### config.mk
export PLATFORM = sky130hd
export DESIGN_NAME = pipe_stage_reg
export DESIGN_NICKNAME = d
export VERILOG_FILES = /design/src/rtl/pipe_stage_reg.sv
export SDC_FILE = /design/constraint.sdc
export NUM_CORES = 1
export LEC_CHECK = 0
export BUFFER_PORTS_ARGS = -buffer_cell sky130_fd_sc_hd__buf_2
export CELL_PAD_IN_SITES_DETAIL_PLACEMENT = 0
export CELL_PAD_IN_SITES_GLOBAL_PLACEMENT = 1
export CORE_ASPECT_RATIO = 1.2
export CORE_MARGIN = 2
export CORE_UTILIZATION = 39
export DETAILED_ROUTE_END_ITERATION = 6
export GPL_TIMING_DRIVEN = 0
export PLACE_DENSITY_LB_ADDON = 0.1
export SLEW_MARGIN = 30
export SYNTH_ARGS = -nofsm -noshare
export SYNTH_HDL_FRONTEND = slang
export SYNTH_SLANG_ARGS = --single-unit
### constraint.sdc
create_clock -name Clock -period 13.78 [get_ports Clock]
set_input_delay 0.689 -clock Clock [delete_from_list [all_inputs] [get_ports Clock]]
set_output_delay 0.689 -clock Clock [all_outputs]
set_load 0.02 [all_outputs]
### src/rtl/pipe_stage_reg.sv
// pipe_stage_reg: generic pipeline stage register with valid/ready handshake.
// A main entry plus a one-deep skid entry keep In_Ready a pure flop output,
// so downstream back-pressure never reaches upstream combinationally.
// Control payload is squashed to zero on bubbles, flush and reset; the data
// payload only loads on capture and is left untouched by flush.
// Optional build macro: PIPE_STAGE_STATS_EN enables saturating stall/bubble
// counters; without it Stall_Cnt/Bubble_Cnt are tied to zero.
module pipe_stage_reg #(
  parameter int unsigned DATA_W = 224,
  parameter int unsigned CTRL_W = 9,
  parameter int unsigned CNT_W  = 16
) (
  input  logic              Clock,
  input  logic              Reset,
  input  logic              Flush,
  input  logic              In_Valid,
  output logic              In_Ready,
  input  logic [CTRL_W-1:0] Ctrl_In,
  input  logic [DATA_W-1:0] Data_In,
  output logic              Out_Valid,
  input  logic              Out_Ready,
  output logic [CTRL_W-1:0] Ctrl_Out,
  output logic [DATA_W-1:0] Data_Out,
  output logic [CNT_W-1:0]  Stall_Cnt,
  output logic [CNT_W-1:0]  Bubble_Cnt
);

  // Encoding is {main valid, skid valid}; 2'b01 is unreachable.
  typedef enum logic [1:0] {
    EMPTY = 2'b00,
    ONE   = 2'b10,
    FULL  = 2'b11
  } state_e;

  state_e              state_q, state_d;
  logic                m_v, s_v;
  logic                in_xfer, out_xfer;
  logic                m_load_in, m_load_skid, s_load_in;
  logic [CTRL_W-1:0]   m_ctrl_q, s_ctrl_q;
  logic [DATA_W-1:0]   m_data_q, s_data_q;

  assign m_v      = state_q[1];
  assign s_v      = state_q[0];
  assign in_xfer  = In_Valid & ~s_v;
  assign out_xfer = m_v & Out_Ready;

  // State register
  always_ff @(posedge Clock or posedge Reset) begin
    if (Reset) state_q <= EMPTY;
    else       state_q <= state_d;
  end

  // Next state and capture enables; flush overrides every transfer
  always_comb begin
    state_d     = state_q;
    m_load_in   = 1'b0;
    m_load_skid = 1'b0;
    s_load_in   = 1'b0;
    if (Flush) begin
      state_d = EMPTY;
    end else begin
      case (state_q)
        EMPTY: begin
          if (in_xfer) begin
            m_load_in = 1'b1;
            state_d   = ONE;
          end
        end
        ONE: begin
          if (in_xfer && out_xfer) begin
            m_load_in = 1'b1;
          end else if (in_xfer) begin
            s_load_in = 1'b1;
            state_d   = FULL;
          end else if (out_xfer) begin
            state_d = EMPTY;
          end
        end
        FULL: begin
          if (Out_Ready) begin
            m_load_skid = 1'b1;
            state_d     = ONE;
          end
        end
        default: state_d = EMPTY;
      endcase
    end
  end

  // Control payload: cleared on reset and flush, otherwise loaded on capture
  always_ff @(posedge Clock or posedge Reset) begin
    if (Reset) begin
      m_ctrl_q <= '0;
      s_ctrl_q <= '0;
    end else if (Flush) begin
      m_ctrl_q <= '0;
      s_ctrl_q <= '0;
    end else begin
      if (m_load_in)        m_ctrl_q <= Ctrl_In;
      else if (m_load_skid) m_ctrl_q <= s_ctrl_q;
      if (s_load_in)        s_ctrl_q <= Ctrl_In;
    end
  end

  // Data payload: loads only on capture, held through flush
  always_ff @(posedge Clock or posedge Reset) begin
    if (Reset) begin
      m_data_q <= '0;
      s_data_q <= '0;
    end else begin
      if (m_load_in)        m_data_q <= Data_In;
      else if (m_load_skid) m_data_q <= s_data_q;
      if (s_load_in)        s_data_q <= Data_In;
    end
  end

  // Output decode; ctrl is masked whenever no beat is presented
  always_comb begin
    In_Ready  = ~s_v;
    Out_Valid = m_v;
    Ctrl_Out  = m_v ? m_ctrl_q : '0;
    Data_Out  = m_data_q;
  end

`ifdef PIPE_STAGE_STATS_EN
  logic [CNT_W-1:0] stall_cnt_q, bubble_cnt_q;

  // Saturating stall/bubble counters; cleared by reset only
  always_ff @(posedge Clock or posedge Reset) begin
    if (Reset) begin
      stall_cnt_q  <= '0;
      bubble_cnt_q <= '0;
    end else begin
      if (m_v && !Out_Ready && (stall_cnt_q != '1))  stall_cnt_q  <= stall_cnt_q + 1'b1;
      if (!m_v && Out_Ready && (bubble_cnt_q != '1)) bubble_cnt_q <= bubble_cnt_q + 1'b1;
    end
  end

  assign Stall_Cnt  = stall_cnt_q;
  assign Bubble_Cnt = bubble_cnt_q;
`else
  assign Stall_Cnt  = '0;
  assign Bubble_Cnt = '0;
`endif

endmodule

==> reports/summary.txt <==
Total power divided by cell area = 237 nW/µm²
Crit-path cells = clkbuf_1, inv_1, ha_1, o21ai_2, a21oi_2, buf_2, buf_2, o22a_1
Avg Inst Size Synth = 14.1 µm²
First-pass iteration count of the detailed router = 6
Antenna violation net count after detailed routing = 0
Max clock buf depth = 3
Routed WL = 60.0 mm
Synthesized instance count = 1388
Via count = 14200
Master of the slowest instance on the critical path = sky130_fd_sc_hd__dfrtp_1
Global-route wire length before repair = 91.7 mm
Number of remaining DRC errors = 0
H-tree lvl count = 2
Headroom to the max-slew limit = 0.380
Actual slew at the worst max-slew pin = 925 ps
Data arrival, critical path = 3520 ps
Library cell appearing most often on the critical path = sky130_fd_sc_hd__buf_2
Result of the run = completed
Clock latency reported for the late side of the worst-skew pair = 600 ps
Starting density of the core = 0.396
Worst EP required = 14250 ps
Worst hold-check path type = in2async
Maximum fanout encountered on the critical timing path = 10
Share of post-route cells with drive strength above 1 = 0.435
Type of the setup path with the least slack = reg2reg
Endpoint of the worst register-to-register path = Data_Out[140]$_DFFE_PP0P_
Post-synthesis to final-layout area growth = 26.6%
Overall die height = 249 µm
RSZ-0062 raised after global routing = no
Count of buffers added by post-CTS timing repair for setup = 0
Number of max-cap violations = 0
Worst Skew = 17.5 ps
Clock-pin slew of the registers on the worst-case setup and hold paths = 60 ps
Total number of placement rows = 89
Die footprint = 52000 µm²
Count of input and output buffers = 471
HPWL reported at the end of detailed placement = 43.0 mm
Fin. max-slew vios = 0
FILL cells = 4532
Grt ovf = 0
Clock tree from TritonCTS = built
Iteration-0 DRC count of the detailed router = 586
Leakage power = 0.0107 µW
Worst-case register-to-register setup slack = 10720 ps
Synth warn = 0
CTS root buf = sky130_fd_sc_hd__clkbuf_16
Number of antenna violations at the first check in global routing = 30
Post-synth top area share = 0.598
Total of flip-flops plus latches after synthesis = 468
Category of cells accounting for the largest share of critical-path delay = compound AO/OA/AOI/OAI gates
Via count of the first global-routing pass = 15200
Number of buffers inserted for hold repair after clock tree synthesis = 0
Total negative slack = 0 ps
Crit share post-route = 0.222
Number of buffers and inverters on the critical path = 4
Overall die width = 209 µm
Setup violations, final = 0
Ports placed on the boundary = 505
Shortest period the worst path allows = 3060 ps
RD Place Congestion = 0.787
Maximum clock frequency = 327 MHz
Area of the multi-input gates = 7090 µm²
Total global-route track usage = 0.228
Post-DR wirelength/cell = 22.7 µm
Cell area reported after detailed placement = 23000 µm²
FF+latch area = 11700 µm²
Number of endpoints with negative hold slack in the final report = 0
Total core area = 49400 µm²
Kind of end point of the critical path = flip-flop
Post-route standard cell area excluding fillers = 24800 µm²
Sequential area share after synthesis = 0.598
CTS sink count = 468
Worst reg2reg startpoint = state_q[1]$_DFFE_PP0P_
Mean number of vias per cell = 5.39
Total CTS buffers = 50
Area leader, netlist = sky130_fd_sc_hd__dfrtp_1
Pin count of the biggest net entering global routing = 90
Setup crit start kind = flip-flop
Worst reg2reg path depth = 8
Max stage delay on crit path = 530 ps
Layout net count = 2190
Number of gates resized after CTS = 0
Number of distinct standard cells referenced by the synthesized netlist = 30
Worst vdd ir = 0.135 mV
Mapped Area = 19600 µm²
Ranking of synthesized cells by area = sky130_fd_sc_hd__dfrtp_1, sky130_fd_sc_hd__o22a_1, sky130_fd_sc_hd__mux2_2, sky130_fd_sc_hd__mux2_1, sky130_fd_sc_hd__buf_4
## final cells by class
type | instances | share of cell area
Inverter | 3 | 0.000757
Clock inverter | 13 | 0.00575
Timing Repair Buffer | 477 | 0.102
Buffer | 161 | 0.0356
Sequential cell | 468 | 0.473
Multi-Input combinational cell | 787 | 0.286
Tap cell | 637 | 0.0322
Clock buffer | 77 | 0.0636
Antenna cell | 17 | 0.00172
## layer usage
metal | global-route usage | vias to the layer above | routed length, µm
met1 | 0.279 | 7292 | 24700
met3 | 0.0773 | 105 | 4530
li1 | - | 6409 | -
met4 | 0.0890 | 26 | 1740
met5 | 0 | - | 162
met2 | 0.371 | 403 | 28900
## through the flow
| step | setup slack (ps) | cells | hold slack, ps | util | power, µW |
|---|---|---|---|---|---|
| final | 10720 | 2640 | 81.8 | 0.501 | 5880 |
| after floorplan | 38.6 | 1419 | 459 | - | 3760 |
| after global routing | 10490 | 2636 | 78.0 | 0.501 | 6200 |
| after global placement | -5540 | 2527 | 467 | 0.462 | 4470 |
| after CTS | 10650 | 2623 | 58.1 | 0.500 | 5950 |
| after detailed placement | 10690 | 2533 | 476 | 0.466 | 4530 |
## power breakdown
group	switching, µW	internal [µW]
Clock	559	839
Sequential	369	2050
Combinational	1120	946
## flip-flops by register name, summed over array words and instances (netlist names)
register,cells
s_data_q,224
s_ctrl_q,9
Data_Out,224
state_q,2
m_ctrl_q,9
## worst register-to-register path, cell delays in order, from the launching register on
cell	delay (ps)
sky130_fd_sc_hd__dfrtp_1	530
sky130_fd_sc_hd__clkbuf_1	320
sky130_fd_sc_hd__inv_1	130
sky130_fd_sc_hd__ha_1	270
sky130_fd_sc_hd__o21ai_2	530
sky130_fd_sc_hd__a21oi_2	310
sky130_fd_sc_hd__buf_2	340
sky130_fd_sc_hd__buf_2	280
sky130_fd_sc_hd__o22a_1	230
## logic make-up after synthesis
kind of cell,count (synthesis),synth area share
muxes,224,0.129
adders and majority gates,4,0.00256
and+or+nand+nor,50,0.0121
AOI/OAI and AO/OA,477,0.212
other,1,0.000192
DFF,468,0.598
buffers and inverters,164,0.0457
## cells in the final DEF, fill, tap and decap left out, types with 2 or more instances in the layout
cell,n
sky130_fd_sc_hd__buf_4,51
sky130_fd_sc_hd__ha_1,4
sky130_fd_sc_hd__o21ai_2,2
sky130_fd_sc_hd__nand3_1,2
sky130_fd_sc_hd__dfrtp_1,468
sky130_fd_sc_hd__buf_16,6
sky130_fd_sc_hd__o31ai_1,2
sky130_fd_sc_hd__mux2_1,41
sky130_fd_sc_hd__clkbuf_8,16
sky130_fd_sc_hd__diode_2,17
sky130_fd_sc_hd__nand2_1,21
sky130_fd_sc_hd__a311oi_1,9
sky130_fd_sc_hd__nor2_1,11
sky130_fd_sc_hd__o22a_1,448
sky130_fd_sc_hd__buf_2,535
sky130_fd_sc_hd__and2_1,11
sky130_fd_sc_hd__clkbuf_1,53
sky130_fd_sc_hd__clkbuf_16,53
sky130_fd_sc_hd__conb_1,32
sky130_fd_sc_hd__a22o_1,9
sky130_fd_sc_hd__inv_1,2
sky130_fd_sc_hd__mux2_2,183
sky130_fd_sc_hd__bufinv_16,3
sky130_fd_sc_hd__a21oi_1,2
sky130_fd_sc_hd__clkinv_2,9
## cells in the mapped netlist, drive strengths merged
cell type	number
dfrtp	468
o22a	448
mux2	224
buf	116
clkbuf	45
nand2	21
and2	11
nor2	11
a22o	9
a311oi	9
ha	4
a21oi	3
inv	3
o21ai	3
nand3	2
o31ai	2
a211oi	1
a2bb2oi	1
a31oi	1
and3	1
conb	1
nand2b	1
nor2b	1
nor3	1
nor3b	1
## worst max path at each step
stage                           start                        end  cells after the start
6_report       state_q[1]$_DFFE_PP0P_  Data_Out[140]$_DFFE_PP0P_                      8
5_1_grt        state_q[1]$_DFFE_PP0P_  Data_Out[140]$_DFFE_PP0P_                      8
4_1_cts        state_q[1]$_DFFE_PP0P_  Data_Out[140]$_DFFE_PP0P_                      8
3_5_place_dp   state_q[1]$_DFFE_PP0P_  Data_Out[140]$_DFFE_PP0P_                      8
3_3_place_gp                    Reset  Data_Out[165]$_DFFE_PP0P_                      2
2_1_floorplan                   Reset    Data_Out[0]$_DFFE_PP0P_                      1
No activity file was read; power rests on OpenSTA's default activity.
